--- src/rtl/cache_mem_arbiter.sv ---
// Arbitrates icache/dcache line refills and dcache write-backs onto one
// single-port RAM with one-cycle synchronous read latency.
module cache_mem_arbiter #(
   parameter int unsigned ADDR_W = 32,
   parameter int unsigned DATA_W = 32,
   parameter int unsigned BEATS  = 4
) (
   input  logic                      clk,
   input  logic                      rst_n,
   input  logic                      ic_rd_req_i,
   input  logic [ADDR_W-1:0]         ic_rd_addr_i,
   output logic                      ic_rd_rdy_o,
   input  logic                      dc_rd_req_i,
   input  logic [ADDR_W-1:0]         dc_rd_addr_i,
   output logic                      dc_rd_rdy_o,
   input  logic                      dc_wr_req_i,
   input  logic [ADDR_W-1:0]         dc_wr_addr_i,
   input  logic [DATA_W*BEATS-1:0]   dc_wr_data_i,
   output logic                      dc_wr_rdy_o,
   output logic [DATA_W-1:0]         rd_data_o,
   output logic [2:0]                rd_num_o,
   output logic [3:0]                ram_wr_en_o,
   output logic [ADDR_W-1:0]         ram_wr_addr_o,
   output logic [DATA_W-1:0]         ram_wr_data_o,
   output logic [ADDR_W-1:0]         ram_rd_addr_o,
   input  logic [DATA_W-1:0]         ram_rd_data_i
);

   localparam int unsigned LINE_W = DATA_W * BEATS;
   localparam int unsigned CNT_W  = 3;
   localparam logic [ADDR_W-1:0] LINE_MASK = ~ADDR_W'(4'hF);

   typedef enum logic [1:0] {
      S_IDLE,
      S_RD,
      S_WR,
      S_DONE
   } state_t;

   state_t              state_q, state_d;
   logic [CNT_W-1:0]    cnt_q, cnt_d;
   logic [ADDR_W-1:0]   base_q, base_d;
   logic [LINE_W-1:0]   line_q, line_d;
   logic                gnt_dc_q, gnt_dc_d;
   logic                last_dc_q, last_dc_d;
   logic                is_wr_q, is_wr_d;

   logic [ADDR_W-1:0]   beat_addr;
   logic [DATA_W-1:0]   wr_word;

   // State register; last-grant pointer resets to dcache so icache wins the first tie
   always_ff @(posedge clk or negedge rst_n) begin
      if (!rst_n) begin
         state_q   <= S_IDLE;
         cnt_q     <= '0;
         base_q    <= '0;
         line_q    <= '0;
         gnt_dc_q  <= 1'b0;
         last_dc_q <= 1'b1;
         is_wr_q   <= 1'b0;
      end else begin
         state_q   <= state_d;
         cnt_q     <= cnt_d;
         base_q    <= base_d;
         line_q    <= line_d;
         gnt_dc_q  <= gnt_dc_d;
         last_dc_q <= last_dc_d;
         is_wr_q   <= is_wr_d;
      end
   end

   assign beat_addr = base_q + (ADDR_W'(cnt_q) << 2);

   // Select the write-back word for the current beat
   always_comb begin
      wr_word = '0;
      for (int unsigned k = 0; k < BEATS; k++) begin
         if (cnt_q == CNT_W'(k)) wr_word = line_q[k*DATA_W +: DATA_W];
      end
   end

   // Next-state and output decode
   always_comb begin
      state_d       = state_q;
      cnt_d         = cnt_q;
      base_d        = base_q;
      line_d        = line_q;
      gnt_dc_d      = gnt_dc_q;
      last_dc_d     = last_dc_q;
      is_wr_d       = is_wr_q;
      ic_rd_rdy_o   = 1'b0;
      dc_rd_rdy_o   = 1'b0;
      dc_wr_rdy_o   = 1'b0;
      rd_data_o     = '0;
      rd_num_o      = '0;
      ram_wr_en_o   = '0;
      ram_wr_addr_o = '0;
      ram_wr_data_o = '0;
      ram_rd_addr_o = '0;

      case (state_q)
         S_IDLE: begin
            cnt_d = '0;
            if (dc_wr_req_i) begin
               state_d = S_WR;
               is_wr_d = 1'b1;
               base_d  = dc_wr_addr_i & LINE_MASK;
               line_d  = dc_wr_data_i;
            end else if (ic_rd_req_i && (!dc_rd_req_i || last_dc_q)) begin
               state_d   = S_RD;
               is_wr_d   = 1'b0;
               gnt_dc_d  = 1'b0;
               last_dc_d = 1'b0;
               base_d    = ic_rd_addr_i & LINE_MASK;
            end else if (dc_rd_req_i) begin
               state_d   = S_RD;
               is_wr_d   = 1'b0;
               gnt_dc_d  = 1'b1;
               last_dc_d = 1'b1;
               base_d    = dc_rd_addr_i & LINE_MASK;
            end
         end

         // Address phase leads the data phase by one cycle (RAM read latency)
         S_RD: begin
            if (cnt_q < CNT_W'(BEATS)) ram_rd_addr_o = beat_addr;
            if (cnt_q != '0) begin
               ic_rd_rdy_o = !gnt_dc_q;
               dc_rd_rdy_o = gnt_dc_q;
               rd_num_o    = cnt_q - 3'd1;
               rd_data_o   = ram_rd_data_i;
            end
            if (cnt_q == CNT_W'(BEATS)) state_d = S_DONE;
            else                        cnt_d   = cnt_q + 3'd1;
         end

         S_WR: begin
            ram_wr_en_o   = 4'hF;
            ram_wr_addr_o = beat_addr;
            ram_wr_data_o = wr_word;
            if (cnt_q == CNT_W'(BEATS - 1)) state_d = S_DONE;
            else                            cnt_d   = cnt_q + 3'd1;
         end

         S_DONE: begin
            dc_wr_rdy_o = is_wr_q;
            state_d     = S_IDLE;
            cnt_d       = '0;
         end

         default: state_d = S_IDLE;
      endcase
   end

endmodule

--- config.mk ---
export PLATFORM = sky130hd
export DESIGN_NAME = cache_mem_arbiter
export DESIGN_NICKNAME = d
export VERILOG_FILES = /design/src/rtl/cache_mem_arbiter.sv
export SDC_FILE = /design/constraint.sdc
export NUM_CORES = 1
export LEC_CHECK = 0
export BUFFER_PORTS_ARGS = -buffer_cell sky130_fd_sc_hd__clkbuf_2
export CORE_AREA = 3 3 155 157
export CTS_CLUSTER_SIZE = 40
export DETAILED_ROUTE_END_ITERATION = 8
export DIE_AREA = 0 0 158 160
export PLACE_DENSITY = 0.73
export RECOVER_POWER = 50
export SLEW_MARGIN = 10
export SYNTH_ARGS = -nofsm -noshare
export SYNTH_HDL_FRONTEND = slang
export SYNTH_SLANG_ARGS = --single-unit
--- constraint.sdc ---
create_clock -name clk -period 2 [get_ports clk]
set_input_delay 0.1 -clock clk [delete_from_list [all_inputs] [get_ports clk]]
set_output_delay 0.1 -clock clk [all_outputs]
set_load 0.05 [all_outputs]
Yosys cells after proc, flatten, opt, wreduce, memory -nomap -nowiden
Cells that the tools add are included.

cells by class
  add/sub/neg operators = 3
  magnitude comparators = 1
  equality and inequality tests = 12
  multiplexer cells = 35
  bitwise operators = 1
  reductions and logical operators = 15

operators by type and width
  cell                                                                 number
  32-bit two-way mux                                                   13
  32-bit by 5-bit adder with 32-bit output                             1
  3-bit two-way mux                                                    4
  1-bit two-way mux                                                    10
  2-bit two-way mux                                                    5
  3-bit one-hot mux with 3 select lines                                1
  2-bit inequality test (second input constant)                        4
  2-bit one-hot mux with 4 select lines                                1
  3-bit by 2-bit == test with 1-bit output (second input constant)     2
  2-bit AND reduction                                                  3
  3-bit AND reduction                                                  2
  3-bit nonzero test                                                   2
  2-bit == test (second input constant)                                2
  4-bit two-way mux                                                    1
  4-bit inequality test (second input constant)                        1
  3-bit by 1-bit adder with 3-bit output (second input constant)       1
  3-bit by 1-bit == test with 1-bit output (second input constant)     1
  3-bit == test (second input constant)                                1
  3-bit logical NOT                                                    1
  3-bit < comparator (second input constant)                           1
  3-bit by 1-bit subtractor with 3-bit output (second input constant)  1
  2-bit by 1-bit == test with 1-bit output (second input constant)     1
  1-bit logical NOT                                                    2
  2-bit logical NOT                                                    1
  other kinds (5)                                                      5

storage, ports and cells
  bits in registers = 168
  input bits = 261
  output and inout bits = 138
  logic and storage cells = 74

Longest topological paths before layout
  word-level depth = 6
  depth in mapped cells = 9
  depth with buffers taken out = 6

Worst setup path after synthesis
OpenSTA, ideal clock, no wires.

  path type = register to output
  start = register base_q[4]
  end = output ram_rd_addr_o[21]
  arrival = 2.531 ns
  data required time = 1.900 ns
  path slack = -0.631 ns
  stages on the path, launching flop included = 7
  buffers on the path = 1
  path through = dfrtp_1 > ha_1 > nand4_4 > or3_1 > buf_6 > or4b_4 > a21oi_1

between the ends
  cells in the longest elaborated chain, start to end = 3

RTL lines
  what                                      RTL line  RTL
  start: declaration                        42        logic [ADDR_W-1:0] base_q, base_d;
  start signal: assignment                  64        base_q <= base_d;
  32-bit by 5-bit adder with 32-bit output  72        assign beat_addr = base_q + (ADDR_W'(cnt_q) << 2);
  32-bit two-way mux                        126       if (cnt_q < CNT_W'(BEATS)) ram_rd_addr_o = beat_addr;
  32-bit two-way mux                        101       case (state_q)
  end: declaration                          25        output logic [ADDR_W-1:0] ram_rd_addr_o,

Every way passes these cells.

Worst setup path in the final report
  start = register base_q[8]
  end = output ram_rd_addr_o[20]

The elaborated chain is that of the path after synthesis.

==> flow_summary.ini <==
[run_status]
run_status = complete, but fails checks
violations = setup timing

[timing]
fmax_mhz = 373.8
finalCritPeriodShare = 1.338
worstMarginPinSlew_ns = 1.193
setup_slack_ns = -0.6755
hold_violations = 0
tns_ns = -33.49
finalSetupViolations = 80
slew_violations = 0
finalClockSkew_ns = 0.02034
period_needed_ns = 2.675
maxSlewHeadroom = 0.2044
whs_ns = 0.02288
rsz0062_at_grt = true

[pwr]
clock_power_share = 0.111
ir_worst_vdd_v = 0.001048
p_per_area_nw_per_um2 = 1753
switching_power_uw = 15050
power_uw = 32900
p_seq_frac = 0.204
p_leak_uw = 0.008353
swShare = 0.4574
p_int_uw = 17850
comb_power_share = 0.685

[route]
routed_wl_um = 50030
antenna_left = 0
drc = 0
vias_per_cell = 5.993
drtPass1Iterations = 5
drtIter0Drc = 740
routedWlPerCell_um = 26.81
vias = 11180

[min_path]
hp-class = in2reg

[synthesis]
syn-cell-area_um2 = 9404
synth.distinct_cells = 46
syn_area_per_cell_um2 = 10.12
async_flop_share = 1.000
ys.flop_type = dfrtp_1
yosys_warnings = 0
synth-edff-count = 0
ys_seq_area_frac = 0.4365
synth_cells = 929
synth-seq-cells = 164

[critical_path]
path_cells = nand3_2, or3_4, buf_6, buf_6, or3_4, a21oi_4, buf_8
critPathKind = reg2out
critical_path_required_ns = 1.90
crit_slowest_cell = or3_4
end_kind = output pin
max_stage_delay_ns = 0.46
crit_fanout = 6
setup.worst_path.start_class = flip-flop
critPathArrivalTime_ns = 2.58

[clock_tree]
cts_tree = built
clk_latency_ns = 0.44
ctsLongestPathBuffers = 2
root_buffer = clkbuf_16
cts_buffers = 17
htreeDepth = 4
clock_sinks = 164
clk_pin_slew_ns = 0.07

[global_route]
grt_usage = 0.3406
grt_max_degree = 57
grt_antenna_before_repair = 4
grt_pass1_wl_um = 66840
gr-total-overflow = 0
grt_pass1_vias = 11780

[floorplanning]
rows = 55
initial_core_util = 0.4154
die_w_um = 158
die_h_um = 160
ios = 399
core_area_um2 = 22640
dieArea_um2 = 25280

[finish]
fillers = 1036
post-route-cell-area_um2 = 18760
layout_common_cells = clkbuf_2 (255), dfrtp_1 (160), dlygate4sd3_1 (155)
drive_above_1_share = 0.5751
final_cells = 1866
syn_to_final_growth_pct = 99.53
final_common_cell = clkbuf_2
final_nets = 1839

[placed_design]
place.gp.congestion = 0.8823
dp_hpwl_um = 23660
port_buffers = 382
dpl_cell_area_um2 = 13610
numPlacedInstances = 1626

[run]
drv_cap = 0
## power by group through the flow
| stage | clock network (uW) | logic [uW] | registers [uW] |
|---|---|---|---|
| 2_1_floorplan | 0 | 9680 | 5870 |
| 3_3_place_gp | 0 | 14600 | 5950 |
| 3_5_place_dp | 0 | 14900 | 6050 |
| 4_1_cts | 3580 | 19000 | 6180 |
| 5_1_grt | 3790 | 23300 | 6830 |
| 6_report | 3640 | 22500 | 6720 |
## synthesized netlist by cell type, types with 22 or more instances
cell / n / share of area
and3b_1: 28 / 0.026
a221oi_1: 32 / 0.030
o31ai_1: 34 / 0.027
and2_1: 41 / 0.027
dfrtp_1: 163 / 0.43
mux2_2: 106 / 0.13
and3_1: 37 / 0.025
nor2_1: 22 / 0.0088
o21ai_1: 26 / 0.014
clkbuf_1: 72 / 0.029
mux2_1: 23 / 0.028
nor2b_1: 47 / 0.031
o21ai_0: 49 / 0.026
nand2_1: 83 / 0.033
a211oi_1: 28 / 0.022
## cell type report
| type | count | area [um2] | share of cell area |
|---|---|---|---|
| Timing Repair Buffer | 699 | 6984 | 0.3722 |
| Multi-Input combinational cell | 672 | 6623 | 0.3529 |
| Sequential cell | 164 | 4109 | 0.2190 |
| Clock buffer | 19 | 442.9 | 0.02360 |
| Tap cell | 285 | 356.6 | 0.01900 |
| Clock inverter | 13 | 183.9 | 0.009802 |
| Inverter | 10 | 55.05 | 0.002934 |
| Antenna cell | 4 | 10.01 | 0.0005334 |
## cell families after synthesis
| kind of cell | after synthesis | synth area share |
|---|---|---|
| mux | 129 | 0.1545 |
| simple gates | 306 | 0.1881 |
| buf+inv | 96 | 0.04364 |
| xor+xnor | 15 | 0.01397 |
| fa+ha+maj | 14 | 0.01863 |
| other cells | 1 | 0.0003988 |
| compound gates | 204 | 0.1442 |
| flops | 164 | 0.4365 |
## routing by layer
metal	share of wire	track usage
met3	0.094	0.08320
met5	0	0
met4	0.067	0.1815
met2	0.50	0.5952
met1	0.34	0.3787
## worst max-delay path, delay by kind of cell (launching register included)
kind                   cells  cell delay (ns)
AO/OA/AOI/OAI              1             0.25
buffers and inverters      3             0.47
flip-flops                 1             0.38
AND/OR/NAND/NOR            3             1.04
## worst paths after layout
path	from	end	slack [ns]	cells past startpoint
worst max-delay path	base_q[8]$_DFFE_PN0P_	ram_rd_addr_o[20]	-0.68	7
worst min-delay path	dc_rd_req_i	last_dc_q$_DFFE_PN1P_	0.02	3
worst max register to register	cnt_q[2]$_DFFE_PN0P_	state_q[0]$_DFFE_PN0P_	0.08	7
worst min register to register	is_wr_q$_DFFE_PN0P_	is_wr_q$_DFFE_PN0P_	0.49	2
max in group asynchronous	rst_n	line_q[7]$_DFFE_PN0P_	0.19	3
min in group asynchronous	rst_n	line_q[85]$_DFFE_PN0P_	0.43	2
## stage by stage
stage	util	worst slack [ns]
2_1_floorplan	-	-0.1728
3_3_place_gp	0.6013	-0.2681
3_5_place_dp	0.6013	-0.2946
4_1_cts	0.7845	-0.6569
5_1_grt	0.8288	-0.7665
6_report	0.8288	-0.6755
## state kept, by name, summed over array words and instances, names as in the netlist
signal and flops:
line_q 128, gnt_dc_q 1, state_q 2, cnt_q 3, base_q 28, is_wr_q 1
last_dc_q 1
## timing repair
action | CTS | global route
gates resized for setup | 329 | 228
cloned | 9 | 9
setup buffers | 25 | 21
endpoints found under the hold margin | 226 | 0
endpoints found under the setup margin | 127 | 126
pin swaps | 74 | 70
hold buffers | 155 | 0
Power figures use the tool's default switching activity.
